**src/rtl/ram_ctrl_if.sv**
```systemverilog
// Request/response handshake plus ram-side bus for ram_ctrl.
// slave = the controller's view; master = requester/ram-model view.
interface ram_ctrl_if #(
  parameter int word_size = 27,
  parameter int addr_size = 6
);
  logic                 req_valid;
  logic                 req_ready;
  logic                 req_op;
  logic [addr_size-1:0] req_addr;
  logic [word_size-1:0] req_wdata;
  logic                 rsp_valid;
  logic                 rsp_ready;
  logic [word_size-1:0] rsp_rdata;
  logic                 rsp_err;
  logic [addr_size-1:0] ram_address;
  logic                 ram_select;
  logic                 ram_operation;
  logic [word_size-1:0] ram_wdata;
  logic [word_size-1:0] ram_rdata;

  modport slave (
    input  req_valid, req_op, req_addr, req_wdata, rsp_ready, ram_rdata,
    output req_ready, rsp_valid, rsp_rdata, rsp_err,
           ram_address, ram_select, ram_operation, ram_wdata
  );

  modport master (
    output req_valid, req_op, req_addr, req_wdata, rsp_ready, ram_rdata,
    input  req_ready, rsp_valid, rsp_rdata, rsp_err,
           ram_address, ram_select, ram_operation, ram_wdata
  );
endinterface

```
**src/rtl/ram_ctrl.sv**
```systemverilog
// Single-outstanding request sequencer for the ram: setup, one-cycle
// select pulse, release, then a held response. Out-of-range addresses
// are answered with an error and never touch the ram.
module ram_ctrl #(
  parameter int word_size   = 27,
  parameter int word_amount = 37,
  localparam int addr_size  = $clog2(word_amount)
) (
  input  logic     clk,
  input  logic     rst,
  ram_ctrl_if.slave bus
);

  typedef enum logic [2:0] {IDLE, SETUP, ACCESS, RELEASE, RESP} state_e;

  // one extra bit so the compare is unsigned and covers the full range
  localparam logic [addr_size:0] amt = word_amount[addr_size:0];

  state_e               state_q, state_d;
  logic                 pend_q, pend_d;       // request latched, not yet dispatched
  logic                 op_q, op_d;
  logic [addr_size-1:0] addr_q, addr_d;
  logic [word_size-1:0] wdata_q, wdata_d;
  logic                 req_ready_q, req_ready_d;
  logic                 rsp_valid_q, rsp_valid_d;
  logic                 rsp_err_q, rsp_err_d;
  logic [word_size-1:0] rsp_rdata_q, rsp_rdata_d;
  logic                 ram_sel_q, ram_sel_d;
  logic                 ram_op_q, ram_op_d;
  logic [addr_size-1:0] ram_addr_q, ram_addr_d;
  logic [word_size-1:0] ram_wdata_q, ram_wdata_d;

  logic accept;
  logic addr_err;

  assign accept   = (state_q == IDLE) && req_ready_q && bus.req_valid;
  assign addr_err = ({1'b0, addr_q} >= amt);

  // state and all registered outputs; reset drops any in-flight request
  always_ff @(posedge clk) begin
    if (rst) begin
      state_q     <= IDLE;
      pend_q      <= 1'b0;
      op_q        <= 1'b0;
      addr_q      <= '0;
      wdata_q     <= '0;
      req_ready_q <= 1'b0;
      rsp_valid_q <= 1'b0;
      rsp_err_q   <= 1'b0;
      rsp_rdata_q <= '0;
      ram_sel_q   <= 1'b0;
      ram_op_q    <= 1'b0;
      ram_addr_q  <= '0;
      ram_wdata_q <= '0;
    end else begin
      state_q     <= state_d;
      pend_q      <= pend_d;
      op_q        <= op_d;
      addr_q      <= addr_d;
      wdata_q     <= wdata_d;
      req_ready_q <= req_ready_d;
      rsp_valid_q <= rsp_valid_d;
      rsp_err_q   <= rsp_err_d;
      rsp_rdata_q <= rsp_rdata_d;
      ram_sel_q   <= ram_sel_d;
      ram_op_q    <= ram_op_d;
      ram_addr_q  <= ram_addr_d;
      ram_wdata_q <= ram_wdata_d;
    end
  end

  // next state: a latched request is dispatched one cycle after accept
  always_comb begin
    state_d = state_q;
    case (state_q)
      IDLE:    if (pend_q) state_d = addr_err ? RESP : SETUP;
      SETUP:   state_d = ACCESS;
      ACCESS:  state_d = RELEASE;
      RELEASE: state_d = RESP;
      RESP:    if (bus.rsp_ready) state_d = IDLE;
      default: state_d = IDLE;
    endcase
  end

  // next values of the latched request and every registered output
  always_comb begin
    pend_d      = accept;
    op_d        = op_q;
    addr_d      = addr_q;
    wdata_d     = wdata_q;
    rsp_err_d   = rsp_err_q;
    rsp_rdata_d = rsp_rdata_q;
    ram_op_d    = ram_op_q;
    ram_addr_d  = ram_addr_q;
    ram_wdata_d = ram_wdata_q;

    if (accept) begin
      op_d    = bus.req_op;
      addr_d  = bus.req_addr;
      wdata_d = bus.req_wdata;
    end

    // ram bus only moves on entry to SETUP; held through RELEASE and after
    if (state_q == IDLE && state_d == SETUP) begin
      ram_addr_d  = addr_q;
      ram_op_d    = op_q;
      ram_wdata_d = op_q ? wdata_q : '0;
      rsp_err_d   = 1'b0;
      rsp_rdata_d = '0;
    end

    if (state_q == IDLE && state_d == RESP) begin
      rsp_err_d   = 1'b1;
      rsp_rdata_d = '0;
    end

    // read data is captured on the edge that ends the select pulse
    if (state_q == ACCESS)
      rsp_rdata_d = op_q ? '0 : bus.ram_rdata;

    ram_sel_d   = (state_d == ACCESS);
    rsp_valid_d = (state_d == RESP);
    req_ready_d = (state_d == IDLE) && !pend_d;
  end

  assign bus.req_ready     = req_ready_q;
  assign bus.rsp_valid     = rsp_valid_q;
  assign bus.rsp_err       = rsp_err_q;
  assign bus.rsp_rdata     = rsp_rdata_q;
  assign bus.ram_select    = ram_sel_q;
  assign bus.ram_operation = ram_op_q;
  assign bus.ram_address   = ram_addr_q;
  assign bus.ram_wdata     = ram_wdata_q;

endmodule
```
**src/flat_wrapper.sv**
```systemverilog
// flat-port wrapper written by rule: the top's interface ports become plain ports
module ram_ctrl_flat 
#(
  parameter int word_size   = 27,
  parameter int word_amount = 37,
  localparam int addr_size  = $clog2(word_amount)
)
  (clk, rst, bus_req_valid, bus_req_op, bus_req_addr, bus_req_wdata, bus_rsp_ready, bus_ram_rdata, bus_req_ready, bus_rsp_valid, bus_rsp_rdata, bus_rsp_err, bus_ram_address, bus_ram_select, bus_ram_operation, bus_ram_wdata);
  ram_ctrl_if #(.word_size(word_size)) bus_i ();
  input  logic clk;
  input  logic rst;
  input wire logic [$bits(bus_i.req_valid)-1:0] bus_req_valid;
  input wire logic [$bits(bus_i.req_op)-1:0] bus_req_op;
  input wire logic [$bits(bus_i.req_addr)-1:0] bus_req_addr;
  input wire logic [$bits(bus_i.req_wdata)-1:0] bus_req_wdata;
  input wire logic [$bits(bus_i.rsp_ready)-1:0] bus_rsp_ready;
  input wire logic [$bits(bus_i.ram_rdata)-1:0] bus_ram_rdata;
  output wire logic [$bits(bus_i.req_ready)-1:0] bus_req_ready;
  output wire logic [$bits(bus_i.rsp_valid)-1:0] bus_rsp_valid;
  output wire logic [$bits(bus_i.rsp_rdata)-1:0] bus_rsp_rdata;
  output wire logic [$bits(bus_i.rsp_err)-1:0] bus_rsp_err;
  output wire logic [$bits(bus_i.ram_address)-1:0] bus_ram_address;
  output wire logic [$bits(bus_i.ram_select)-1:0] bus_ram_select;
  output wire logic [$bits(bus_i.ram_operation)-1:0] bus_ram_operation;
  output wire logic [$bits(bus_i.ram_wdata)-1:0] bus_ram_wdata;
  assign bus_i.req_valid = bus_req_valid;
  assign bus_i.req_op = bus_req_op;
  assign bus_i.req_addr = bus_req_addr;
  assign bus_i.req_wdata = bus_req_wdata;
  assign bus_i.rsp_ready = bus_rsp_ready;
  assign bus_i.ram_rdata = bus_ram_rdata;
  assign bus_req_ready = bus_i.req_ready;
  assign bus_rsp_valid = bus_i.rsp_valid;
  assign bus_rsp_rdata = bus_i.rsp_rdata;
  assign bus_rsp_err = bus_i.rsp_err;
  assign bus_ram_address = bus_i.ram_address;
  assign bus_ram_select = bus_i.ram_select;
  assign bus_ram_operation = bus_i.ram_operation;
  assign bus_ram_wdata = bus_i.ram_wdata;
  ram_ctrl #(.word_size(word_size), .word_amount(word_amount)) u_core (.clk(clk), .rst(rst), .bus(bus_i));
endmodule
```
**config.mk**
```make
export PLATFORM = sky130hd
export DESIGN_NAME = ram_ctrl_flat
export DESIGN_NICKNAME = d
export VERILOG_FILES = /design/src/rtl/ram_ctrl_if.sv /design/src/rtl/ram_ctrl.sv /design/src/flat_wrapper.sv
export SDC_FILE = /design/constraint.sdc
export NUM_CORES = 1
export LEC_CHECK = 0
export ABC_AREA = 1
export CORE_MARGIN = 3
export CORE_UTILIZATION = 49
export CTS_CLUSTER_DIAMETER = 150
export DETAILED_ROUTE_END_ITERATION = 7
export PLACE_DENSITY_LB_ADDON = 0.3
export SYNTH_ARGS = -nofsm -noshare
export SYNTH_HDL_FRONTEND = slang
export SYNTH_SLANG_ARGS = --single-unit
```
**constraint.sdc**
```tcl
create_clock -name clk -period 2.8 [get_ports clk]
set_clock_uncertainty 0.15 [all_clocks]
set_input_delay 0.42 -clock clk [delete_from_list [all_inputs] [get_ports clk]]
set_output_delay 0.42 -clock clk [all_outputs]
set_load 0.01 [all_outputs]
```
**Word level (Yosys, flattened, before mapping)**

Index checks and enable logic that the tools add are counted.

- Bits in read-only memories: 0
- Register bits: 103
- Memory bits (writable): 0
- Output and inout bits: 65
- Logic and storage cells: 42
- Memories: 0
- Latch bits: 0
- Bits of input ports: 65

- Shifts and indexed selects: 0
- $mul: 0
- Equality and inequality tests: 7
- Magnitude comparators: 1
- Div/mod/pow operators: 0
- Bitwise logic cells: 0
- Reduce and logical (&&, ||, !) cells: 10
- Muxes and demuxes: 11
- Add/sub/neg operators: 0

Operators with widths:

| kind | number |
|---|---|
| two-way mux 27 bit | 5 |
| case mux 3 bit (5 select lines) | 1 |
| == test 3 x 2 -> 1 bit (second input constant) | 3 |
| two-way mux 3 bit | 3 |
| == test 3 x 1 -> 1 bit (second input constant) | 2 |
| == test 3 bit (second input constant) | 2 |
| >= comparator 6 bit (second input constant) | 1 |
| zero test 3 bit | 2 |
| logical AND 1 bit | 5 |
| nonzero test 3 bit | 1 |
| two-way mux 1 bit | 2 |
| nonzero test 2 bit | 1 |
| zero test 1 bit | 1 |

**Logic depth before layout (Yosys ltp)**

Gate-level depths: netlist of run 1.

- Depth in word-level cells: 9
- Mapped depth: 9

**Worst setup path before layout of run 1**

OpenSTA, ideal clock, no wires.

- Path type: in2reg
- Start: input rst
- End: register u_core.ram_addr_q[0] (netlist: u_core.bus.ram_address[0])
- Data arrival time: 1.182 ns
- Path buffers: 3
- Setup time: 0.132 ns
- Path slack: 1.336 ns
- Cell stages on the path: 4
- Data required time: 2.518 ns
- Path through: clkbuf_1 clkbuf_1 clkbuf_1 a21oi_1

RTL lines:

| what | line | RTL |
|---|---|---|
| start, declared | flat_wrapper.sv:11 | `input logic rst;` |
| end signal, assigned | ram_ctrl.sv:67 | `ram_addr_q <= ram_addr_d;` |
| end, declared | ram_ctrl.sv:30 | `logic [addr_size-1:0] ram_addr_q, ram_addr_d;` |

No word-level cell between the ends.

**Worst setup path after layout of run 1**

- Start: register u_core.state_q[0]
- End: register u_core.wdata_q[26]

- Cells in the longest elaborated chain, start to end: 3

Ends and longest elaborated chain:

| what | line | RTL |
|---|---|---|
| start, declared | ram_ctrl.sv:19 | `state_e state_q, state_d;` |
| start signal, assigned | ram_ctrl.sv:56 | `state_q <= state_d;` |
| zero test 3 bit | ram_ctrl.sv:36 | `assign accept = (state_q == IDLE) && req_ready_q && bus.req_valid;` |
| logical AND 1 bit (2 in series) | ram_ctrl.sv:36 |  |
| end signal, assigned | ram_ctrl.sv:60 | `wdata_q <= wdata_d;` |
| end, declared | ram_ctrl.sv:23 | `logic [word_size-1:0] wdata_q, wdata_d;` |

Every way passes these cells.
A chain may end at the register's enable or synchronous reset.

==> impl_metrics.csv, run 1 <==
group,metric,value,unit
critical_path,required,2.94,ns
clock_tree,post_cts_buffers,0,
min_path,hp-class,"in2reg",
synthesis,netlist_instances,461,
critical_path,cp_max_fo,37,
timing,worstMarginPinSlew,0.662,ns
placement,place_congestion,0.796,
placement,dpl.hpwl,6870,um
pwr,power.leakage,0.00209,uW
critical_path,crit_slowest_cell,"inv_2",
clock_tree,clk_latency,0.36,ns
critical_path,path_cells,"inv_2 > nand2_4 > nor2_8 > nand4_1 > inv_2 > a22o_1",
clock_tree,clockRootBuffer,"clkbuf_8",
critical_path,slowest_delay,0.46,ns
clock_tree,cts_inserted_buffers,9,
global_route,antenna_found_initial,0,
final_layout,fill_cells,586,
floorplanning,fp.dieH,94.9,um
synthesis,avgSynthCellArea,8.41,um^2
floorplanning,core,0.00745,mm^2
clock_tree,clk_path_buf_depth,2,
outcome,status,"finished, final reports clean",
detailed_routing,via_count,3507,
timing,hold_ws,0.298,ns
clock_tree,clock-sinks,103,
clock_tree,cts_tree,"done",
min_path,min-delay-start,"rst",
pwr,irDropWorstVdd,0.367,mV
final_layout,fin_nets,638,
synthesis,netlist_area,0.00388,mm^2
final_layout,layout-drive-gt1-share,0.0623,
timing,finalWorstSetupSlack,0.759,ns
min_path,min_to,"u_core.addr_q[0]$_SDFFE_PP0P_",
floorplanning,die_x,94.9,um
synthesis,ys_ff_latch,103,
critical_path,r2r_slack,0.76,ns
critical_path,critPathKind,"reg2reg",
pwr,p_int,2230,uW
global_route,grt_pass1_vias,3281,
synthesis,synth-seq-area-share,0.532,
timing,period_needed,2.04,ns
final_layout,design_area,0.00535,mm^2
timing,clock.fmax,0.490,GHz
detailed_routing,postRouteAntennaNets,0,
pwr,p_per_area,561,mW/mm^2
min_path,hold_depth,4,
pwr,seqPwrFrac,0.523,
global_route,grt_pass1_wl,15600,um
detailed_routing,route.detailed.drc,0,
pwr,combPwrFrac,0.134,
global_route,overflow,0,
clock_tree,clkTransAtPathRegs,0.10,ns
detailed_routing,postRouteWirelength,9770,um
global_route,grt_usage,0.219,
pwr,clkPwrFrac,0.342,
timing,fin_tns_setup,0,ns
critical_path,rr_worst_depth,6,
synthesis,ys_warn_count,0,
critical_path,r2r_end,"u_core.wdata_q[26]$_SDFFE_PP0P_",
flow_run,drv_cap,0,
synthesis,synthesis.nets,526,
placement,place_ws,0.791,ns
critical_path,critPathLaunchType,"register",
pwr,p_switching,775,uW
final_layout,syn2layout_area_growth,38.0,%
pwr,power,3000,uW
detailed_routing,wl_per_cell,14.4,um
placement,io_buffers,129,
timing,rsz0062_at_grt,"false",
detailed_routing,first_iter_violations,199,
detailed_routing,viasPerCell,5.18,
timing,max_slew_margin,0.558,
placement,place_area,0.00512,mm^2
timing,setup_viol,0,
timing,period_share,0.729,
critical_path,critPathArrivalTime,2.19,ns
floorplanning,dieArea,0.00901,mm^2
pwr,swShare,0.258,
critical_path,endpoint_kind,"register",
critical_path,path_delay_family,"simple AND/OR/NAND/NOR gates",
synthesis,synth.distinct_cells,26,
floorplanning,core.rowCount,31,
global_route,grt_max_degree,68,
detailed_routing,dr.pass1.iters,5,
final_layout,num_antenna_cells,0,
critical_path,cp_common_cell,"inv_2",
floorplanning,ioPinCount,130,
clock_tree,cts_resized,0,
clock_tree,cts_hold_buf,0,
clock_tree,htreeDepth,3,
critical_path,critical_path_buf_inv_count,2,
critical_path,rr_startpoint,"u_core.state_q[0]$_SDFF_PP0_",
floorplanning,start_util,0.520,
timing,slew_violations,0,
timing,finalHoldViolCount,0,
[registers in the layout, indices dropped and copies added (netlist names)]
name and cells:
u_core.bus.rsp_err 1, u_core.addr_q 6, u_core.bus.ram_wdata 27, u_core.bus.rsp_valid 1
u_core.pend_q 1, u_core.state_q 3, u_core.op_q 1, u_core.wdata_q 27
u_core.bus.ram_select 1, u_core.bus.ram_operation 1, u_core.bus.req_ready 1, u_core.bus.ram_address 6
u_core.bus.rsp_rdata 27
[cells by family after synthesis]
family	share of synthesized area
AO/OA/AOI/OAI	0.163
flip-flops	0.532
AND/OR/NAND/NOR	0.216
buffers and inverters	0.0891
[placed cells by master (no fill, tap or decap), types with 2 or more instances in the layout]
| master | n |
|---|---|
| a21oi_1 | 64 |
| a22o_1 | 29 |
| a31oi_1 | 2 |
| buf_4 | 4 |
| bufinv_16 | 2 |
| clkbuf_8 | 9 |
| clkdlybuf4s50_1 | 128 |
| dfxtp_1 | 103 |
| inv_1 | 33 |
| inv_2 | 6 |
| inv_6 | 4 |
| nand2_1 | 100 |
| nand2_2 | 2 |
| nand3_1 | 66 |
| nor2_1 | 7 |
| nor2_8 | 2 |
| o21ai_1 | 5 |
[through the flow]
step | cells | utilization
6_report | 677 | 0.718
5_1_grt | 677 | 0.718
4_1_cts | 677 | 0.718
3_5_place_dp | 661 | 0.688
3_3_place_gp | 661 | 0.688
2_1_floorplan | 461 | -
[worst max path at each step]
stage | startpoint | end | cells after the start
2_1_floorplan | rst | u_core.bus.ram_address[0]$_SDFFE_PP0P_ | 4
3_3_place_gp | u_core.state_q[0]$_SDFF_PP0_ | u_core.wdata_q[19]$_SDFFE_PP0P_ | 6
3_5_place_dp | u_core.state_q[0]$_SDFF_PP0_ | u_core.wdata_q[26]$_SDFFE_PP0P_ | 6
4_1_cts | u_core.state_q[0]$_SDFF_PP0_ | u_core.wdata_q[26]$_SDFFE_PP0P_ | 6
5_1_grt | u_core.state_q[0]$_SDFF_PP0_ | u_core.wdata_q[24]$_SDFFE_PP0P_ | 6
6_report | u_core.state_q[0]$_SDFF_PP0_ | u_core.wdata_q[26]$_SDFFE_PP0P_ | 6
[power by group through the flow]
stage / logic [uW] / registers (uW) / clock network [uW]
floorplan: 233 / 1600 / 0
global placement: 395 / 1600 / 0
detailed placement: 405 / 1600 / 0
CTS: 406 / 1570 / 1040
global route: 439 / 1580 / 1100
finish: 403 / 1570 / 1030
[synth_stat cells, drive strengths merged]
master | n | area (um^2)
a31oi | 2 | 12.5
nor3 | 1 | 5.00
or2 | 1 | 6.26
clkbuf | 11 | 41.3
nand3 | 67 | 340
buf | 21 | 151
inv | 40 | 153
nand4 | 2 | 18.8
o21ai | 7 | 38.8
a22o | 29 | 254
nand2 | 103 | 399
nor2 | 9 | 66.3
a21oi | 64 | 320
o21a | 1 | 7.51
dfxtp | 103 | 2060
[routing by layer]
layer  up-vias  routed length, um  part of all wire  track usage
li1       1762                  -                 -            -
met1      1613               3980              0.41        0.253
met2       121               4900              0.50        0.394
met3        11                743             0.076       0.0494
met4         0                140             0.014       0.0769
met5         -                  0                 0            0
[worst min-delay path, delay by kind of cell]
family | cells | cell delay (ns)
AOI/OAI and AO/OA | 1 | 0.07
and+or+nand+nor | 1 | 0.13
buffers and inverters | 2 | 0.14
[area by class of cell]
cell class / count / area, um^2 / share of cell area
clock buffers: 9 / 124 / 0.0232
clock inverters: 7 / 100 / 0.0187
inverters: 40 / 153 / 0.0285
multi-input cells: 286 / 1470 / 0.275
flip-flops and latches: 103 / 2060 / 0.386
well taps: 99 / 124 / 0.0232
repair buffers: 133 / 1320 / 0.246
Note: power is estimated with default switching activity, not from simulation.
==> run 2, diff against run 1 <==
--- a/config.mk
+++ b/config.mk
@@ -7,7 +7,7 @@
 export LEC_CHECK = 0
 export ABC_AREA = 1
 export CORE_MARGIN = 3
-export CORE_UTILIZATION = 49
+export CORE_UTILIZATION = 41
 export CTS_CLUSTER_DIAMETER = 150
 export DETAILED_ROUTE_END_ITERATION = 7
 export PLACE_DENSITY_LB_ADDON = 0.3
==> constraint.sdc (replaced) <==
create_clock -name clk -period 1.7 [get_ports clk]
set_clock_uncertainty 0.15 [all_clocks]
set_input_delay 0.255 -clock clk [delete_from_list [all_inputs] [get_ports clk]]
set_output_delay 0.255 -clock clk [all_outputs]
set_load 0.01 [all_outputs]
==> run 2 against run 1 <==
  * Register-to-register slack got worse by 0.62 ns
  * Global-route usage decreased by 2.6 points
  * Non-clock buffer count increased by 6
  * Cell area increased by 3.1%
  * Cell count increased by 2.2%
  * Via count unchanged
  * Clock power increased by 44%
  * Combinational power increased by 77%
  * Worst hold slack got worse by 0.084 ns
  * Sequential cell count unchanged
  * Largest cell class unchanged
==> impl_metrics.csv, run 2 (synthesized netlist as in run 1, its figures left out) <==
group,metric,value,unit
critical_path,critPathLaunchType,"register",
final_layout,final_common_cell,"dfxtp_1",
detailed_routing,route.detailed.drc,0,
pwr,p_switching,1250,uW
critical_path,critical_path_buf_inv_count,1,
clock_tree,clkTransAtPathRegs,0.10,ns
placement,place_ws,-0.120,ns
critical_path,required,1.29,ns
final_layout,mostFrequentLayoutCells,"103 x dfxtp_1, 100 x nand2_1, 88 x clkdlybuf4s50_1, 66 x nand3_1, 64 x a21oi_1",
clock_tree,cts_inserted_buffers,9,
final_layout,syn2layout_area_growth,42.2,%
floorplanning,start_util,0.434,
placement,dpl.hpwl,6870,um
pwr,power.leakage,0.00284,uW
floorplanning,dieArea,0.0107,mm^2
final_layout,num_antenna_cells,0,
floorplanning,core.rowCount,34,
flow_run,drv_cap,0,
clock_tree,clockRootBuffer,"clkbuf_8",
detailed_routing,postRouteAntennaNets,0,
clock_tree,cts_tree,"done",
global_route,grt_usage,0.193,
final_layout,fill_cells,779,
pwr,p_per_area,866,mW/mm^2
global_route,grt_pass1_wl,16100,um
critical_path,path_cells,"clkdlybuf4s50_1",
timing,max_slew_margin,0.545,
clock_tree,clock-sinks,103,
detailed_routing,wl_per_cell,14.7,um
clock_tree,clk_latency,0.36,ns
global_route,antenna_found_initial,0,
timing,hold_ws,0.213,ns
pwr,clkPwrFrac,0.309,
pwr,power,4770,uW
critical_path,crit_slowest_cell,"clkdlybuf4s50_1",
placement,place_congestion,0.807,
floorplanning,fp.dieH,103,um
floorplanning,die_x,103,um
detailed_routing,postRouteWirelength,10200,um
timing,worstMarginPinSlew,0.682,ns
placement,io_buffers,129,
timing,finalWorstSetupSlack,0.0429,ns
timing,slew_violations,0,
critical_path,r2r_slack,0.14,ns
critical_path,critPathArrivalTime,1.25,ns
pwr,seqPwrFrac,0.541,
clock_tree,htreeDepth,3,
pwr,p_int,3520,uW
global_route,grt_max_degree,68,
pwr,combPwrFrac,0.150,
detailed_routing,via_count,3507,
detailed_routing,first_iter_violations,161,
clock_tree,clk_path_buf_depth,2,
critical_path,cp_max_fo,2,
final_layout,layout-drive-gt1-share,0.0719,
clock_tree,cts_hold_buf,0,
final_layout,fin_nets,644,
min_path,hp-class,"in2reg",
timing,period_needed,1.66,ns
timing,setup_viol,0,
critical_path,path_delay_family,"buffers and inverters",
critical_path,critPathKind,"reg2out",
pwr,swShare,0.263,
floorplanning,core,0.00893,mm^2
final_layout,multi_input_area,0.00148,mm^2
critical_path,endpoint_kind,"output port",
global_route,overflow,0,
final_layout,area.sequential,0.00206,mm^2
pwr,irDropWorstVdd,0.479,mV
timing,period_share,0.975,
global_route,grt_pass1_vias,3354,
outcome,status,"finished, final reports clean",
detailed_routing,dr.pass1.iters,4,
detailed_routing,viasPerCell,5.07,
timing,finalHoldViolCount,0,
timing,clock.fmax,0.603,GHz
critical_path,slowest_delay,0.55,ns
timing,fin_tns_setup,0,ns
floorplanning,ioPinCount,130,
==> run 2: area by class of cell <==
class / count / area share
flip-flops and latches: 103 / 0.374
repair buffers: 139 / 0.271
multi-input cells: 286 / 0.268
inverters: 40 / 0.0281
well taps: 108 / 0.0245
clock buffers: 9 / 0.0225
clock inverters: 7 / 0.0116
==> run 2: worst reg2reg max path, cell delays in order, from the launching register on <==
cell and delay, ns:
dfxtp_1 0.57, inv_4 0.11, nor2_8 0.35, nand3_1 0.15
a21oi_1 0.17
==> run 2: per-stage QoR <==
| stage | instances | instance area (um^2) | util |
|---|---|---|---|
| after floorplan | 461 | 3880 | - |
| after global placement | 676 | 5220 | 0.584 |
| after detailed placement | 676 | 5220 | 0.584 |
| after CTS | 692 | 5410 | 0.606 |
| after global routing | 692 | 5510 | 0.617 |
| final | 692 | 5510 | 0.617 |
==> run 2: repair_timing <==
item | CTS | global route
buffers inserted | 0 | 0
setup endpoints to repair | 28 | 41
gates resized for setup | 2 | 41
==> run 2: metal layers <==
layer	vias to the layer above	wire length, um	global-route usage
met5	-	0	0
met4	0	228	0.0777
met3	16	577	0.0456
met2	103	4870	0.314
met1	1617	4490	0.247
li1	1771	-	-
==> run 2: final timing paths <==
path	from	to	cells past startpoint
max	u_core.bus.rsp_rdata[19]$_SDFFE_PP0P_	bus_rsp_rdata[19]	1
max reg2reg	u_core.state_q[1]$_SDFF_PP0_	u_core.bus.rsp_rdata[19]$_SDFFE_PP0P_	4
min reg2reg	u_core.bus.ram_wdata[0]$_SDFFE_PP0P_	u_core.bus.ram_wdata[0]$_SDFFE_PP0P_	2
min	rst	u_core.addr_q[1]$_SDFFE_PP0P_	5
==> run 2: power by group through the flow <==
stage,Combinational [uW],Clock [uW],Sequential [uW]
after floorplan,384,0,2640
after global placement,704,0,2630
after detailed placement,723,0,2640
after CTS,725,1510,2580
after global routing,778,1620,2600
final,715,1480,2580
